## config.mk

```make
export PLATFORM = sky130hd
export DESIGN_NAME = mem_dbus_ctrl_flat
export DESIGN_NICKNAME = d
export VERILOG_FILES = /design/src/rtl/mem_dbus_ctrl_if.sv /design/src/rtl/mem_dbus_ctrl.sv /design/src/flat_wrapper.sv
export SDC_FILE = /design/constraint.sdc
export NUM_CORES = 1
export LEC_CHECK = 0
export BUFFER_PORTS_ARGS = -buffer_cell sky130_fd_sc_hd__buf_2
export CAP_MARGIN = 20
export CORE_MARGIN = 4
export CORE_UTILIZATION = 35
export DETAILED_ROUTE_END_ITERATION = 8
export GPL_TIMING_DRIVEN = 0
export PLACE_DENSITY = 0.56
export SETUP_SLACK_MARGIN = 0.02
export SYNTH_ARGS = -nofsm -noshare
export SYNTH_HDL_FRONTEND = slang
export SYNTH_SLANG_ARGS = --single-unit
export TNS_END_PERCENT = 50
```

## constraint.sdc

```tcl
create_clock -name clk -period 5.25 [get_ports clk]
set_input_delay 0 -clock clk [delete_from_list [all_inputs] [get_ports clk]]
set_output_delay 0 -clock clk [all_outputs]
set_load 0.005 [all_outputs]
```

## src/rtl/mem_dbus_ctrl_if.sv

```systemverilog
// mem_dbus_ctrl_if
//   Data-bus bundle between the MEM-stage bus controller (master) and the
//   memory/bus fabric (slave). A transaction is open while bus_req is high
//   and completes on the cycle bus_ack is seen high.
//
//   bus_req    master->slave  request, held until bus_ack
//   bus_we     master->slave  1 = write
//   bus_addr   master->slave  word-aligned byte address
//   bus_sel    master->slave  byte lanes, bus_sel[3] = bits[31:24]
//   bus_wdata  master->slave  store data replicated into addressed lanes
//   bus_rdata  slave->master  read data, valid with bus_ack
//   bus_ack    slave->master  completes the transaction
interface mem_dbus_ctrl_if;
    logic        bus_req;
    logic        bus_we;
    logic [31:0] bus_addr;
    logic [3:0]  bus_sel;
    logic [31:0] bus_wdata;
    logic [31:0] bus_rdata;
    logic        bus_ack;

    modport master (
        output bus_req, bus_we, bus_addr, bus_sel, bus_wdata,
        input  bus_rdata, bus_ack
    );

    modport slave (
        input  bus_req, bus_we, bus_addr, bus_sel, bus_wdata,
        output bus_rdata, bus_ack
    );
endinterface

```

## src/rtl/mem_dbus_ctrl.sv

```systemverilog
// mem_dbus_ctrl
//   MEM-stage data-bus controller sitting directly upstream of the MEM/WB
//   register. Turns load/store/LL/SC requests from EX/MEM into a req/ack bus
//   transaction, holds the pipeline with stallreq until it completes, aligns
//   and extends big-endian load data and produces the write-back fields.
//
//   clk, rst        clock, synchronous active-high reset
//   flush           exception flush, squashes the current op
//   in_wd/in_wreg/in_wdata   write-back fields from EX/MEM (non-memory ops)
//   mem_op          0 none,1 LB,2 LBU,3 LH,4 LHU,5 LW,6 SB,7 SH,8 SW,9 LL,10 SC
//   mem_addr        effective byte address
//   mem_sdata       store data (rt)
//   llbit_in        current LLbit (forwarded)
//   bus             data-bus master modport
//   stallreq        pipeline hold request
//   out_wd/out_wreg/out_wdata, out_llbit_we/out_llbit_v   to MEM/WB
//   excp_adel/excp_ades      misaligned load / store
//   bus_err         one-cycle pulse when a transaction times out
module mem_dbus_ctrl #(
    parameter int unsigned TIMEOUT = 256
) (
    input  logic                   clk,
    input  logic                   rst,
    input  logic                   flush,
    input  logic [4:0]             in_wd,
    input  logic                   in_wreg,
    input  logic [31:0]            in_wdata,
    input  logic [3:0]             mem_op,
    input  logic [31:0]            mem_addr,
    input  logic [31:0]            mem_sdata,
    input  logic                   llbit_in,
    mem_dbus_ctrl_if.master        bus,
    output logic                   stallreq,
    output logic [4:0]             out_wd,
    output logic                   out_wreg,
    output logic [31:0]            out_wdata,
    output logic                   out_llbit_we,
    output logic                   out_llbit_v,
    output logic                   excp_adel,
    output logic                   excp_ades,
    output logic                   bus_err
);

    typedef enum logic [1:0] {
        S_IDLE  = 2'd0,
        S_BUSY  = 2'd1,
        S_DONE  = 2'd2,
        S_DRAIN = 2'd3
    } state_e;

    typedef struct packed {
        logic       ld;
        logic       st;
        logic       ll;
        logic       sc;
        logic       sgn;
        logic [1:0] size;   // 0 byte, 1 half, 2 word
    } dec_t;

    function automatic dec_t decode(input logic [3:0] op);
        dec_t d;
        d = '0;
        case (op)
            4'd1:  begin d.ld = 1'b1; d.sgn = 1'b1; d.size = 2'd0; end
            4'd2:  begin d.ld = 1'b1;               d.size = 2'd0; end
            4'd3:  begin d.ld = 1'b1; d.sgn = 1'b1; d.size = 2'd1; end
            4'd4:  begin d.ld = 1'b1;               d.size = 2'd1; end
            4'd5:  begin d.ld = 1'b1;               d.size = 2'd2; end
            4'd6:  begin d.st = 1'b1;               d.size = 2'd0; end
            4'd7:  begin d.st = 1'b1;               d.size = 2'd1; end
            4'd8:  begin d.st = 1'b1;               d.size = 2'd2; end
            4'd9:  begin d.ld = 1'b1; d.ll = 1'b1;  d.size = 2'd2; end
            4'd10: begin d.st = 1'b1; d.sc = 1'b1;  d.size = 2'd2; end
            default: ;
        endcase
        return d;
    endfunction

    localparam int unsigned    CW       = (TIMEOUT < 2) ? 1 : $clog2(TIMEOUT);
    localparam logic [CW-1:0]  TMO_LAST = (TIMEOUT == 0) ? '0 : CW'(TIMEOUT - 1);

    state_e        state_q, state_d;
    logic          bus_req_q;
    logic          we_q;
    logic [31:0]   addr_q;
    logic [3:0]    sel_q;
    logic [31:0]   wdata_q;
    logic [4:0]    wd_q;
    logic [1:0]    off_q;
    logic          ld_q, ll_q, sc_q, sgn_q;
    logic [1:0]    size_q;
    logic [31:0]   result_q, result_d;
    logic [CW-1:0] cnt_q;
    logic          bus_err_q, err_d;

    // Input-side decode
    dec_t        dec_in;
    logic [1:0]  off_in;
    logic        is_mem, sc_fail, misal, start_ok;
    logic [3:0]  sel_in;
    logic [31:0] wdata_in;
    logic        tmo_hit, start, enter_wait;
    logic [7:0]  byte_v;
    logic [15:0] half_v;

    always_comb begin : in_decode
        dec_in   = decode(mem_op);
        off_in   = mem_addr[1:0];
        is_mem   = dec_in.ld | dec_in.st;
        sc_fail  = dec_in.sc & ~llbit_in;
        misal    = ((dec_in.size == 2'd1) & off_in[0]) |
                   ((dec_in.size == 2'd2) & (off_in != 2'b00));
        start_ok = is_mem & ~misal & ~sc_fail;
        case (dec_in.size)
            2'd0:    sel_in = 4'b1000 >> off_in;
            2'd1:    sel_in = off_in[1] ? 4'b0011 : 4'b1100;
            default: sel_in = 4'b1111;
        endcase
        case (dec_in.size)
            2'd0:    wdata_in = {4{mem_sdata[7:0]}};
            2'd1:    wdata_in = {2{mem_sdata[15:0]}};
            default: wdata_in = mem_sdata;
        endcase
    end

    // Big-endian lane extraction and extension of the returning read data
    always_comb begin : load_align
        case (off_q)
            2'd0:    byte_v = bus.bus_rdata[31:24];
            2'd1:    byte_v = bus.bus_rdata[23:16];
            2'd2:    byte_v = bus.bus_rdata[15:8];
            default: byte_v = bus.bus_rdata[7:0];
        endcase
        half_v   = off_q[1] ? bus.bus_rdata[15:0] : bus.bus_rdata[31:16];
        result_d = '0;
        if (sc_q) begin
            result_d = 32'd1;
        end else if (ld_q) begin
            case (size_q)
                2'd0:    result_d = sgn_q ? {{24{byte_v[7]}}, byte_v} : {24'h0, byte_v};
                2'd1:    result_d = sgn_q ? {{16{half_v[15]}}, half_v} : {16'h0, half_v};
                default: result_d = bus.bus_rdata;
            endcase
        end
    end

    assign tmo_hit = (TIMEOUT != 0) && (cnt_q == TMO_LAST);

    // Next-state logic
    always_comb begin : next_state
        state_d = state_q;
        err_d   = 1'b0;
        case (state_q)
            S_IDLE: begin
                // The cycle after a timeout the faulted op is still presented;
                // it is treated as squashed so it cannot re-issue.
                if (!flush && !bus_err_q && start_ok)
                    state_d = S_BUSY;
            end
            S_BUSY: begin
                if (bus.bus_ack)
                    state_d = flush ? S_IDLE : S_DONE;
                else if (tmo_hit) begin
                    state_d = S_IDLE;
                    err_d   = 1'b1;
                end else if (flush)
                    state_d = S_DRAIN;
            end
            S_DONE: state_d = S_IDLE;
            S_DRAIN: begin
                if (bus.bus_ack)
                    state_d = S_IDLE;
                else if (tmo_hit) begin
                    state_d = S_IDLE;
                    err_d   = 1'b1;
                end
            end
            default: state_d = S_IDLE;
        endcase
    end

    assign start      = (state_q == S_IDLE) && (state_d == S_BUSY);
    assign enter_wait = (state_d != state_q) && ((state_d == S_BUSY) || (state_d == S_DRAIN));

    // State and datapath registers
    always_ff @(posedge clk) begin : regs
        if (rst) begin
            state_q   <= S_IDLE;
            bus_req_q <= 1'b0;
            we_q      <= 1'b0;
            addr_q    <= '0;
            sel_q     <= '0;
            wdata_q   <= '0;
            wd_q      <= '0;
            off_q     <= '0;
            ld_q      <= 1'b0;
            ll_q      <= 1'b0;
            sc_q      <= 1'b0;
            sgn_q     <= 1'b0;
            size_q    <= '0;
            result_q  <= '0;
            cnt_q     <= '0;
            bus_err_q <= 1'b0;
        end else begin
            state_q   <= state_d;
            bus_req_q <= (state_d == S_BUSY) || (state_d == S_DRAIN);
            bus_err_q <= err_d;
            if (start) begin
                we_q    <= dec_in.st;
                addr_q  <= {mem_addr[31:2], 2'b00};
                sel_q   <= sel_in;
                wdata_q <= wdata_in;
                wd_q    <= in_wd;
                off_q   <= off_in;
                ld_q    <= dec_in.ld;
                ll_q    <= dec_in.ll;
                sc_q    <= dec_in.sc;
                sgn_q   <= dec_in.sgn;
                size_q  <= dec_in.size;
            end
            if (state_q == S_BUSY && bus.bus_ack)
                result_q <= result_d;
            if (enter_wait)
                cnt_q <= '0;
            else if (state_q == S_BUSY || state_q == S_DRAIN)
                cnt_q <= cnt_q + 1'b1;
        end
    end

    // Output logic
    always_comb begin : outputs
        stallreq     = 1'b0;
        out_wd       = '0;
        out_wreg     = 1'b0;
        out_wdata    = '0;
        out_llbit_we = 1'b0;
        out_llbit_v  = 1'b0;
        excp_adel    = 1'b0;
        excp_ades    = 1'b0;
        if (!rst) begin
            case (state_q)
                S_IDLE, S_DRAIN: begin
                    out_wd = in_wd;
                    if (!flush && !bus_err_q) begin
                        if (!is_mem) begin
                            out_wreg  = in_wreg;
                            out_wdata = in_wdata;
                        end else if (sc_fail) begin
                            out_wreg = 1'b1;
                        end else if (misal) begin
                            excp_adel = dec_in.ld;
                            excp_ades = dec_in.st;
                        end else begin
                            stallreq = 1'b1;
                        end
                    end
                end
                S_BUSY: begin
                    out_wd   = wd_q;
                    stallreq = 1'b1;
                end
                S_DONE: begin
                    out_wd = wd_q;
                    if (!flush) begin
                        out_wreg     = ld_q | sc_q;
                        out_wdata    = result_q;
                        out_llbit_we = ll_q | sc_q;
                        out_llbit_v  = ll_q;
                    end
                end
                default: ;
            endcase
        end
    end

    assign bus.bus_req   = bus_req_q;
    assign bus.bus_we    = we_q;
    assign bus.bus_addr  = addr_q;
    assign bus.bus_sel   = sel_q;
    assign bus.bus_wdata = wdata_q;
    assign bus_err       = bus_err_q;

endmodule

```

## src/flat_wrapper.sv

```systemverilog
// flat-port wrapper written by rule: the top's interface ports become plain ports
module mem_dbus_ctrl_flat 
#(
    parameter int unsigned TIMEOUT = 256
)
  (clk, rst, flush, in_wd, in_wreg, in_wdata, mem_op, mem_addr, mem_sdata, llbit_in, stallreq, out_wd, out_wreg, out_wdata, out_llbit_we, out_llbit_v, excp_adel, excp_ades, bus_err, bus_bus_req, bus_bus_we, bus_bus_addr, bus_bus_sel, bus_bus_wdata, bus_bus_rdata, bus_bus_ack);
  mem_dbus_ctrl_if bus_i ();
  input  logic clk;
  input  logic rst;
  input  logic flush;
  input  logic [4:0] in_wd;
  input  logic in_wreg;
  input  logic [31:0] in_wdata;
  input  logic [3:0] mem_op;
  input  logic [31:0] mem_addr;
  input  logic [31:0] mem_sdata;
  input  logic llbit_in;
  output logic stallreq;
  output logic [4:0] out_wd;
  output logic out_wreg;
  output logic [31:0] out_wdata;
  output logic out_llbit_we;
  output logic out_llbit_v;
  output logic excp_adel;
  output logic excp_ades;
  output logic bus_err;
  output wire logic [$bits(bus_i.bus_req)-1:0] bus_bus_req;
  output wire logic [$bits(bus_i.bus_we)-1:0] bus_bus_we;
  output wire logic [$bits(bus_i.bus_addr)-1:0] bus_bus_addr;
  output wire logic [$bits(bus_i.bus_sel)-1:0] bus_bus_sel;
  output wire logic [$bits(bus_i.bus_wdata)-1:0] bus_bus_wdata;
  input wire logic [$bits(bus_i.bus_rdata)-1:0] bus_bus_rdata;
  input wire logic [$bits(bus_i.bus_ack)-1:0] bus_bus_ack;
  assign bus_bus_req = bus_i.bus_req;
  assign bus_bus_we = bus_i.bus_we;
  assign bus_bus_addr = bus_i.bus_addr;
  assign bus_bus_sel = bus_i.bus_sel;
  assign bus_bus_wdata = bus_i.bus_wdata;
  assign bus_i.bus_rdata = bus_bus_rdata;
  assign bus_i.bus_ack = bus_bus_ack;
  mem_dbus_ctrl #(.TIMEOUT(TIMEOUT)) u_core (.clk(clk), .rst(rst), .flush(flush), .in_wd(in_wd), .in_wreg(in_wreg), .in_wdata(in_wdata), .mem_op(mem_op), .mem_addr(mem_addr), .mem_sdata(mem_sdata), .llbit_in(llbit_in), .bus(bus_i), .stallreq(stallreq), .out_wd(out_wd), .out_wreg(out_wreg), .out_wdata(out_wdata), .out_llbit_we(out_llbit_we), .out_llbit_v(out_llbit_v), .excp_adel(excp_adel), .excp_ades(excp_ades), .bus_err(bus_err));
endmodule
```

==> metrics.md <==
| Metric | Value |
|---|---|
| Share of cells above drive strength 1 | `30.25%` |
| Resized cells post-CTS | `0` |
| Post-Route Skew | `8.632 ps` |
| H-tree levels | `4` |
| Starting Density | `a little over a third` |
| Gr usage total | `21.83%` |
| RSZ-0062 raised after global routing | `false` |
| Synth-to-layout area growth | `44.00%` |
| Detailed placement HPWL | `roughly 18 mm` |
| GPL Wtd Cong | `~0.87` |
| Average wire per standard cell | `17.26 µm` |
| Most common cell after layout, fill and taps aside | `buf_2` |
| First drt pass iteration count | `5` |
| Final wirelength | `roughly 25 mm` |
| Clk sinks | `between 100 and 150` |
| Fin nets | `1316` |
| Kind of critical path | `flop to output port` |
| Slowest CP cell | `nor3_1` |
| Async SR Flop Fraction | `0%` |
| Final hold violation count | `0` |
| Worst skew pair latency | `420 ps` |
| CTS buffer count | `17` |
| Setup Buffers After CTS | `0` |
| Leakage | `4.467 nW` |
| Die ar. | `around 0.022 mm²` |
| Cell family with the largest share of critical-path delay | `buffers and inverters` |
| Largest net degree at the start of global routing | `17` |
| Core ar. | `approximately 0.02 mm²` |
| Slowest stage delay, CP | `640 ps` |
| Max Slew Vio Count | `0` |
| Initial DRC count | `434` |
| Setup crit start kind | `flop` |
| Port Buffers | `around 250` |
| Bufs and invs on worst path | `6` |
| Max VDD drop | `about 0.22 mV` |
| Worst-margin pin slew | `791.4 ps` |
| Worst-case clock buffer depth | `2` |
| Worst Hold Class | `input pin to flop` |
| Pwr Density | `317.1 mW/mm²` |
| Worst Path Max Fanout | `10` |
| Syn Std Cell Area | `about 0.007 mm²` |
| Initial antenna violation count | `3` |
| Post-route cell area | `roughly 0.010 mm²` |
| Crit path cell chain | `inv_1 -> ha_1 -> clkbuf_1 -> inv_1 -> nand2_1 -> nor3_1 -> buf_2 -> clkbuf_1 -> a22oi_1 -> nor2_1 -> buf_2` |
| CP arrival | `3580 ps` |
| Total vias in the final route | `7235` |
| Final setup violation count | `0` |
| Max_cap viols | `0` |
| Seq/Total Area, Yosys | `a little over a third` |
| Die X | `roughly 150 µm` |
| CTS tree | `yes` |
| DRC Markers | `0` |
| First-pass GRT wire length | `38.74 mm` |
| DP Area | `roughly 0.0086 mm²` |
| Clock root cell | `clkbuf_16` |
| Syn. warnings | `0` |
| Fin Hold WS | `15.56 ps` |
| Post-synth EDFFs | `0` |
| Vias in the first global route | `about 7.2k` |
| Final Util | `between 50% and 60%` |
| Max Fclk | `279.5 MHz` |
| Antenna diode count | `0` |
| Synth cell types | `65` |
| # rows | `51` |
| Final ANT Viol Nets | `0` |
| Avg Inst Size Synth | `around 8.7 µm²` |
| Most frequent cells in the layout | `buf_2 (262), dfxtp_1 (124), nand2b_1 (113)` |
| Relative slew margins | `a little under half` |
| Mapped Cells | `just over 800` |
| CP required | `approximately 5300 ps` |
| Critical path endpoint category | `output port` |
| Top FF cell, synth | `dfxtp_1` |
| Status | `complete, no violations` |
| Ports | `257` |
| Clk slew on worst S/H paths | `about 60 ps` |
| Final Critical Period | `3578 ps` |
| Global route total overflow | `0` |
| Yosys reg bits | `between 100 and 150` |
| Vias per cell | `approximately 5.0` |
| Die Span Y | `between 100 and 150 µm` |
| Sum of negative setup slack | `0 ps` |
| Final period util | `around two thirds` |
final cells by class:
cell class                 instances  area (µm²)
fill                            1927        9468
sequential                       124        2482
clock buffer                      19       442.9
tap                              265       331.6
inverter                           8       30.03
multi-input combinational        607        4180
buffer                            72       340.3
timing repair buffer             337        2102
clock inverter                    13       212.7
cell usage after synthesis, drive strengths merged (3+ instances only):
| cell | instances | area (µm²) |
|---|---|---|
| nor2b | 38 | 237.7 |
| a32o | 8 | 80.08 |
| mux2i | 55 | 550.5 |
| a22oi | 41 | 307.8 |
| a31oi | 4 | 40.04 |
| o2bb2ai | 3 | 26.28 |
| xor2 | 3 | 26.28 |
| clkbuf | 47 | 176.4 |
| a21oi | 47 | 239.0 |
| o21ai | 15 | 78.82 |
| nor3b | 4 | 30.03 |
| nand2b | 113 | 706.9 |
| ha | 6 | 75.07 |
| o22ai | 9 | 56.30 |
| nand2 | 57 | 214.0 |
| nand3 | 10 | 50.05 |
| xnor2 | 5 | 43.79 |
| a221o | 16 | 160.2 |
| and2 | 3 | 21.27 |
| nor3 | 16 | 80.08 |
| mux2 | 41 | 506.7 |
| o221ai | 8 | 76.32 |
| nor2 | 65 | 244.0 |
| dfxtp | 124 | 2482 |
| inv | 8 | 30.03 |
| buf | 25 | 163.9 |
worst reg2reg max path: stages, from the launching register on:
cell	delay, ps
dfxtp_1	480
inv_1	170
ha_1	280
clkbuf_1	250
a21oi_1	690
clkbuf_1	490
a221o_1	230
cells by family after synthesis:
family | count (synthesis) | synth area share, %
fa+ha+maj | 6 | 1.068
other cells | 1 | 0.05335
flops | 124 | 35.32
mux | 97 | 15.36
simple gates | 321 | 24.12
compound gates | 173 | 17.82
xor+xnor | 8 | 0.9968
buf+inv | 80 | 5.269
flip-flops by register name, summed over array words and instances (netlist names), 2 cells and up:
| signal | flops |
|---|---|
| u_core.bus.bus_sel | 4 |
| u_core.bus.bus_addr | 30 |
| u_core.bus.bus_wdata | 32 |
| u_core.wd_q | 5 |
| u_core.cnt_q | 8 |
| u_core.result_q | 32 |
| u_core.state_q | 2 |
| u_core.off_q | 2 |
| u_core.size_q | 2 |
final timing paths:
kind | to | start | cells past startpoint | slack (ps)
worst max-delay path | out_wdata[13] | u_core.state_q[1]$_SDFF_PP0_ | 11 | 1670
worst min-delay path | u_core.result_q[0]$_SDFFE_PP0P_ | bus_bus_rdata[0] | 3 | 20
worst max register to register | u_core.result_q[30]$_SDFFE_PP0P_ | u_core.state_q[1]$_SDFF_PP0_ | 6 | 2600
worst min register to register | u_core.result_q[3]$_SDFFE_PP0P_ | u_core.result_q[3]$_SDFFE_PP0P_ | 2 | 460
layer usage:
layer / up-vias / routed length, µm / track usage, %
met5: - / 28 / 0
met4: 6 / 401 / 5.855
met3: 37 / 2378 / 7.571
met2: 278 / 11320 / 35.48
met1: 3342 / 10820 / 27.66
li1: 3572 / - / -
power breakdown:
part | switching (W) | internal (W) | total (W)
clock | 0.000462 | 0.000860 | 0.00132
sequential | 0.0000486 | 0.00103 | 0.00108
combinational | 0.000425 | 0.000388 | 0.000813
stage by stage:
step,worst slack (ps),power [W],std cells
after global placement,2022,0.001855,1329
after global routing,1561,0.003362,1445
final,1672,0.003210,1445
after CTS,1766,0.003237,1445
after floorplan,3031,0.001568,811
after detailed placement,2223,0.001856,1330
repair_timing:
item	in CTS	in global routing
hold endpoints to repair	84	0
hold buffers	83	0
endpoints found under the setup margin	0	0
No activity file was read; power rests on OpenSTA's default activity.
